File: src/rtl/main_1_pkg.sv
// main_1 shared types and helpers.
// Commutation table, duty clamp, widths.
package main_1_pkg;

  localparam int PWM_BITS = 8;
  localparam int SAT      = 511;

  typedef struct packed {
    logic a;
    logic aa;
    logic b;
    logic bb;
    logic c;
    logic cc;
  } drive_t;

  // Hall state to {A,AA,B,BB,C,CC}; 000/111 are invalid.
  function automatic drive_t commutate(input logic [2:0] h);
    drive_t d;
    d = '0;
    case (h)
      3'b100: d = 6'b100001;
      3'b101: d = 6'b100100;
      3'b001: d = 6'b000110;
      3'b011: d = 6'b010010;
      3'b010: d = 6'b011000;
      3'b110: d = 6'b001001;
      default: d = '0;
    endcase
    return d;
  endfunction

  // Saturate the PD output into the duty range.
  function automatic logic [PWM_BITS-1:0] clamp_duty(
    input logic signed [16:0] u
  );
    logic [PWM_BITS-1:0] r;
    r = '0;
    unique case (1'b1)
      (u < 0):         r = '0;
      (u > 17'sd255):  r = '1;
      default:         r = u[PWM_BITS-1:0];
    endcase
    return r;
  endfunction

endpackage

File: src/rtl/main_1_pd.sv
// main_1 PD speed loop.
// Three-stage error, product/sum, clamp.
module pd_speed_ctrl
  import main_1_pkg::*;
(
  input  logic                clk,
  input  logic                rst_n,
  input  logic [8:0]          period,
  input  logic                pvalid,
  input  logic [3:0]          kp,
  input  logic [3:0]          kd,
  input  logic [8:0]          ticks,
  output logic [PWM_BITS-1:0] duty_next,
  output logic                dvalid
);

  logic signed [9:0]  e_c;
  logic signed [9:0]  e_r;
  logic signed [9:0]  e_prev;
  logic signed [10:0] de_c;
  logic signed [10:0] de_r;
  logic [3:0]         kp_r;
  logic [3:0]         kd_r;
  logic signed [16:0] pe;
  logic signed [16:0] pdv;
  logic signed [16:0] u_c;
  logic signed [16:0] u_r;
  logic               v1;
  logic               v2;

  assign e_c  = {1'b0, period} - {1'b0, ticks};
  assign de_c = {e_c[9], e_c} - {e_prev[9], e_prev};

  assign pe  = $signed({13'd0, kp_r})
             * $signed({{7{e_r[9]}}, e_r});
  assign pdv = $signed({13'd0, kd_r})
             * $signed({{6{de_r[10]}}, de_r});
  assign u_c = pe + pdv;

  // Stage 1: error terms and gain sample on a measurement.
  always_ff @(posedge clk or negedge rst_n) begin
    if (!rst_n) begin
      e_r    <= '0;
      de_r   <= '0;
      e_prev <= '0;
      kp_r   <= '0;
      kd_r   <= '0;
      v1     <= 1'b0;
    end else begin
      v1 <= pvalid;
      if (pvalid) begin
        e_r    <= e_c;
        de_r   <= de_c;
        e_prev <= e_c;
        kp_r   <= kp;
        kd_r   <= kd;
      end
    end
  end

  // Stage 2: weighted sum of error and error slope.
  always_ff @(posedge clk or negedge rst_n) begin
    if (!rst_n) begin
      u_r <= '0;
      v2  <= 1'b0;
    end else begin
      v2 <= v1;
      if (v1) u_r <= u_c;
    end
  end

  // Stage 3: clamp into the duty range.
  always_ff @(posedge clk or negedge rst_n) begin
    if (!rst_n) begin
      duty_next <= {1'b1, {(PWM_BITS-1){1'b0}}};
      dvalid    <= 1'b0;
    end else begin
      dvalid <= v2;
      if (v2) duty_next <= clamp_duty(u_r);
    end
  end

endmodule

File: src/rtl/main_1.sv
// main_1 sensored BLDC controller top.
// Hall sync, six-step drive, period, PWM.
module main_1
  import main_1_pkg::*;
#(
  parameter int PWM_BITS = 8,
  parameter int SAT      = 511
) (
  input  logic       CLK,
  input  logic       RST_N,
  input  logic       H1,
  input  logic       H2,
  input  logic       H3,
  input  logic [3:0] Kp,
  input  logic [3:0] Kd,
  input  logic [8:0] Ticks,
  output logic       A,
  output logic       B,
  output logic       C,
  output logic       AA,
  output logic       BB,
  output logic       CC
);

  logic [2:0]          s1;
  logic [2:0]          hs;
  logic [2:0]          hs_prev;
  logic                chg;
  logic [8:0]          per_cnt;
  logic [8:0]          period;
  logic                pvalid;
  logic                seen;
  logic [PWM_BITS-1:0] pwm_cnt;
  logic [PWM_BITS-1:0] duty;
  logic [PWM_BITS-1:0] duty_next;
  logic                dvalid;
  logic                dpend;
  logic                wrap;
  logic                pwm;
  drive_t              dv;
  drive_t              q;

  assign chg  = hs != hs_prev;
  assign wrap = &pwm_cnt;
  assign pwm  = pwm_cnt < duty;
  assign dv   = commutate(hs);

  // Two-flop Hall synchroniser plus previous-state register.
  always_ff @(posedge CLK or negedge RST_N) begin
    if (!RST_N) begin
      s1      <= '0;
      hs      <= '0;
      hs_prev <= '0;
    end else begin
      s1      <= {H1, H2, H3};
      hs      <= s1;
      hs_prev <= hs;
    end
  end

  // Saturating edge-interval counter; first event only arms it.
  always_ff @(posedge CLK or negedge RST_N) begin
    if (!RST_N) begin
      per_cnt <= '0;
      period  <= '0;
      pvalid  <= 1'b0;
      seen    <= 1'b0;
    end else begin
      pvalid <= chg & seen;
      if (chg) begin
        seen    <= 1'b1;
        period  <= per_cnt;
        per_cnt <= 9'd1;
      end else if (per_cnt != 9'(SAT)) begin
        per_cnt <= per_cnt + 9'd1;
      end
    end
  end

  pd_speed_ctrl u_pd (
    .clk       (CLK),
    .rst_n     (RST_N),
    .period    (period),
    .pvalid    (pvalid),
    .kp        (Kp),
    .kd        (Kd),
    .ticks     (Ticks),
    .duty_next (duty_next),
    .dvalid    (dvalid)
  );

  // Free-running PWM counter; new duty taken only at wrap.
  always_ff @(posedge CLK or negedge RST_N) begin
    if (!RST_N) begin
      pwm_cnt <= '0;
      duty    <= {1'b1, {(PWM_BITS-1){1'b0}}};
      dpend   <= 1'b0;
    end else begin
      pwm_cnt <= pwm_cnt + 1'b1;
      dpend   <= dvalid | (dpend & ~wrap);
      if (wrap && dpend) duty <= duty_next;
    end
  end

  // Gate drive register; blank all six while the step changes.
  always_ff @(posedge CLK or negedge RST_N) begin
    if (!RST_N) begin
      q <= '0;
    end else if (s1 != hs) begin
      q <= '0;
    end else begin
      q.a  <= dv.a & pwm;
      q.aa <= dv.aa;
      q.b  <= dv.b & pwm;
      q.bb <= dv.bb;
      q.c  <= dv.c & pwm;
      q.cc <= dv.cc;
    end
  end

  assign A  = q.a;
  assign AA = q.aa;
  assign B  = q.b;
  assign BB = q.bb;
  assign C  = q.c;
  assign CC = q.cc;

endmodule

File: config.mk
export PLATFORM = sky130hd
export DESIGN_NAME = main_1
export DESIGN_NICKNAME = d
export VERILOG_FILES = /design/src/rtl/main_1_pkg.sv /design/src/rtl/main_1_pd.sv /design/src/rtl/main_1.sv
export SDC_FILE = /design/constraint.sdc
export NUM_CORES = 1
export LEC_CHECK = 0
export CELL_PAD_IN_SITES_DETAIL_PLACEMENT = 0
export CELL_PAD_IN_SITES_GLOBAL_PLACEMENT = 1
export CORE_MARGIN = 3
export CORE_UTILIZATION = 45
export CTS_CLUSTER_SIZE = 28
export DETAILED_ROUTE_END_ITERATION = 6
export HOLD_SLACK_MARGIN = 0.03
export PLACE_DENSITY_LB_ADDON = 0.1
export SLEW_MARGIN = 20
export SYNTH_ARGS = -nofsm -noshare
export SYNTH_HDL_FRONTEND = slang
export SYNTH_SLANG_ARGS = --single-unit
File: constraint.sdc
create_clock -name CLK -period 8.99 [get_ports CLK]
set_input_delay 1.798 -clock CLK [delete_from_list [all_inputs] [get_ports CLK]]
set_output_delay 1.798 -clock CLK [all_outputs]
set_load 0.03 [all_outputs]
Word level (Yosys, flattened, before mapping):

Index checks and enable logic that the tools add are counted.

* register bits after elaboration: 109
* bits of input ports: 22
* output and inout bits: 6
* word-level logic and storage cells: 59

* add/sub/neg operators: 5
* multiply operators: 2
* magnitude comparators: 3
* equality and inequality tests: 9
* mux-type cells: 5
* bitwise gates (word level): 7
* reduce and logical (&&, ||, !) cells: 3

Operators with widths (count)
* $pmux 6 s6: 1
* $mux 9: 2
* $add 17x17->17: 1
* $gt 17x9->1 const B: 1
* $lt 17x1->1 const B: 1
* $mul 5x11->16: 1
* $pmux 8 s2: 1
* $mul 5x10->15: 1
* $sub 10x10->11: 1
* $sub 9x9->10: 1
* $add 9x1->9 const B: 1
* $eq 3x3->1 const B: 3
* $ne 9x9->1 const B: 1
* $add 8x1->8 const B: 1
* $lt 8x8->1: 1
* $reduce_and 8->1: 1
* $eq 3x2->1 const B: 2
* $mux 6: 1
* $ne 3x3->1: 2
* $and 1x1->1: 5
* $eq 3x1->1 const B: 1
* $reduce_bool 2->1: 1
* $logic_and 1x1->1: 1
* $not 1->1: 1
* $or 1x1->1: 1

Depth between registers and ports, before layout:

* word-level depth: 4
* mapped depth: 22
* mapped depth without buffers: 20

By module:

From an unflattened synthesis, not the netlist that was laid out.

* cells, all modules: 834
* area, all modules: 8563.2 µm²

By module, submodules not included
* pd_speed_ctrl: instances 1, cells each 642, area each 6349.8 µm², sequential area each 1427.6 µm²
* main_1: instances 1, cells each 192, area each 2213.4 µm², sequential area each 1302.5 µm²

Worst setup path after synthesis:

No wires, ideal clock.

* path kind: reg2reg
* start point: register u_pd.kp_r[2]
* end point: register u_pd.u_r[15]
* library setup time: 132 ps
* arrival: 4967 ps
* required time: 8858 ps
* path slack: 3890 ps
* cell stages (with the launch flop): 23
* buffers on the path: 2
* period minus slack after synthesis: 5100 ps
* cells stage by stage: dfrtp_1 clkbuf_1 and2_1 ha_1 inv_1 fa_1 fa_1 inv_1 ha_1 a211oi_1 o21bai_1 a2111o_1 a31o_2 a21oi_1 xnor2_1 ha_1 clkbuf_1 a21oi_1 o21ai_0 o21a_1 a311o_1 nand4b_1 o211ai_1

* longest elaborated chain between the ends: 2

RTL lines
* from (decl): line main_1_pd.sv:22 `logic [3:0] kp_r;`
* from (signal assigned): line main_1_pd.sv:55 `kp_r <= kp;`
* $mul 5x10->15: line main_1_pd.sv:35 `* $signed({{7{e_r[9]}}, e_r});`
* $add 17x17->17: line main_1_pd.sv:38 `assign u_c = pe + pdv;`
* to (signal assigned): line main_1_pd.sv:68 `if (v1) u_r <= u_c;`
* to (decl): line main_1_pd.sv:27 `logic signed [16:0] u_r;`

No other way between the ends.
A chain may end at the register's enable or synchronous reset.

Worst setup path after layout:

Ends and elaborated chain as after synthesis.

==> flow_metrics.tcl <==
set metrics [dict create \
    grt.total_usage 0.173 \
    viasPerCell 5.12 \
    tritoncts "done" \
    clock-skew-final_ns 0.0118 \
    die_h_um 148 \
    overflow 0 \
    ctsHoldBuffers 0 \
    met2_usage 0.280 \
    grt_util_met1 0.244 \
    hpwl_um 14500 \
    fmax_ghz 0.187 \
    clkSinkCount 109 \
    syn_area_mm2 0.00904 \
    ys_top_cells_by_count "inv_1 (130), dfrtp_1 (107), ha_1 (103)" \
    gr-max-usage-layer "met2" \
    finalNetCount 1167 \
    synth_warnings 0 \
    die-area_mm2 0.0218 \
    holdPathEnd "dpend$_DFF_PN0_" \
    row_count 51 \
    criticalPathCategory "flip-flop to flip-flop" \
    start_util 0.461 \
    antenna_cells 0 \
    clock_path_buffers 2 \
    ys_types 55 \
    required_ns 9.23 \
    rrSetupSlack_ns 3.65 \
    post_cts_resized 0 \
    h-tree-depth 3 \
    holdPathStages 1 \
    synth-async-reset-ratio 1.00 \
    synth.avg_cell_area_um2 9.23 \
    synth_area_leaders "dfrtp_1 (30%), ha_1 (14%), fa_1 (10%)" \
    hold_path.startpoint "u_pd.dvalid$_DFF_PN0_" \
    end_kind "flip-flop" \
    fp.coreArea_mm2 0.0196 \
    drt_pre_antenna_iters 5 \
    worstReg2RegEnd "u_pd.u_r[15]$_DFFE_PN0P_" \
    synth_seq_cells 109 \
    yosysMostFrequentCell "inv_1" \
    fill_cells 1932 \
    final.period_utilization 0.594 \
    r2r-start "u_pd.kp_r[2]$_DFFE_PN0P_" \
    postCtsSetupBuffers 0 \
    grtUsageMet3 0.0273 \
    wl_per_cell_um 14.3 \
    antenna_left 0 \
    clkLatencyLatePin_ns 0.36 \
    cp-start-kind "flip-flop" \
    synth-edff-count 0 \
    yosys_most_used_dff "dfrtp_1" \
    ios 28 \
    portBuffers 27 \
    cts_made_buffers 9 \
    setup_tns_ns 0 \
    dieWidth_um 148 \
    synth_largest_area_cell "dfrtp_1" \
    worstMarginPinSlew_ns 0.852 \
    hold_violations 0 \
    grt_max_degree 66 \
    antenna_found_initial 0 \
    crit_arrival_ns 5.58 \
    cap_violations 0 \
    slew_viol_final 0 \
    drive_above_1_share 0.0590 \
    seq_area_frac_synth 0.302 \
    clkTransAtPathRegs_ns 0.08 \
    rr_worst_depth 20 \
    remaining_drc_errors 0 \
    setup_viol 0 \
    synth_fp_nets 1151 \
    grt_pass1_vias 6465 \
    rsz0062_at_grt "no" \
    grt_pass1_wl_um 31100 \
    gp_congestion 0.846 \
    status "finished, final reports clean" \
    drtIter0Drc 245 \
    crit_fanout 11 \
    clock-root-buffer "clkbuf_16" \
    drt_wl_total_um 18100 \
    syn_inst 979 \
    vias 6482 \
    synthDominantCellAreaShare 0.296 \
    hold_class "flip-flop to flip-flop" \
    min_period_ns 5.34 \
    slew_headroom 0.432 \
    syn2layout_area_growth_pct 8.98 \
]
-- through the flow --
stage	setup slack, ns	area, um2	utilization	hold slack, ns	instances
CTS	3.68	9850	0.503	0.439	1265
floorplan	3.89	9040	-	0.352	979
global placement	3.75	9570	0.488	0.413	1249
finish	3.65	9850	0.503	0.438	1265
global route	3.31	9850	0.503	0.468	1265
detailed placement	3.69	9570	0.488	0.420	1249
-- placed cells by master, fill, tap and decap left out, drive strengths merged, types with 13 or more instances in the layout --
master         netlist  final
a21oi               50     50
and2                69     69
ha                 103    103
o21ai               49     49
nand3               18     18
mux2                30     30
nor2                53     53
clkdlybuf4s50        0     26
xor2                18     18
nor3                13     13
a21o                14     14
fa                  47     47
nand2               85     85
inv                130    132
xnor2               43     43
dfrtp              107    107
-- worst max-delay path, stage by stage, from the launching register on --
cell and delay, ns:
dfrtp_1 0.48, and2_1 0.20, ha_1 0.27, inv_1 0.05, fa_1 0.50, fa_1 0.55, inv_1 0.04, ha_1 0.36
a211oi_1 0.28, o21bai_1 0.16, a2111o_1 0.45, a31o_2 0.25, a21oi_1 0.17, xnor2_1 0.13, ha_1 0.33, a21oi_1 0.16
o21ai_0 0.13, o21a_1 0.20, a311o_1 0.33, nand4b_1 0.10, o211ai_1 0.09
-- how the worst max path moves through the flow --
stage	startpoint	end	slack (ns)	cells past startpoint
after floorplan	u_pd.kp_r[2]$_DFFE_PN0P_	u_pd.u_r[15]$_DFFE_PN0P_	3.89	22
after global placement	u_pd.kp_r[2]$_DFFE_PN0P_	u_pd.u_r[15]$_DFFE_PN0P_	3.75	20
after detailed placement	u_pd.kp_r[2]$_DFFE_PN0P_	u_pd.u_r[15]$_DFFE_PN0P_	3.69	20
after CTS	u_pd.kp_r[2]$_DFFE_PN0P_	u_pd.u_r[15]$_DFFE_PN0P_	3.68	20
after global routing	u_pd.kp_r[2]$_DFFE_PN0P_	u_pd.u_r[14]$_DFFE_PN0P_	3.31	20
final	u_pd.kp_r[2]$_DFFE_PN0P_	u_pd.u_r[15]$_DFFE_PN0P_	3.65	20
-- routing by layer --
metal,vias up,wire [um]
met5,-,0
met4,0,236
met3,20,298
met2,47,8470
met1,3106,9120
li1,3309,-
-- layout make-up --
cell class | instances | area, um2 | area share
Sequential cell | 109 | 2730 | 0.277
Timing Repair Buffer | 30 | 290 | 0.0295
Inverter | 131 | 492 | 0.0499
Clock inverter | 7 | 60.1 | 0.00610
Multi-Input combinational cell | 714 | 5720 | 0.581
Clock buffer | 9 | 225 | 0.0229
Tap cell | 265 | 332 | 0.0337
-- sequential cells by signal, indices dropped and copies added (netlist names), 3 cells and up --
name,flops
duty,8
hs,3
hs_prev,3
per_cnt,9
period,9
pwm_cnt,8
s1,3
u_pd.de_r,11
u_pd.duty_next,8
u_pd.e_prev,10
u_pd.kd_r,4
u_pd.kp_r,4
u_pd.u_r,17
-- cell families after synthesis --
group | Yosys count | share of synthesized area
simple gates | 285 | 0.157
compound gates | 186 | 0.131
fa+ha+maj | 150 | 0.247
xor+xnor | 61 | 0.0591
mux | 32 | 0.0400
buf+inv | 156 | 0.0649
flops | 109 | 0.302
Power is left out: the tool's default activity adds up to more than one toggle a clock period on the data nets, which glitch-free logic cannot reach.
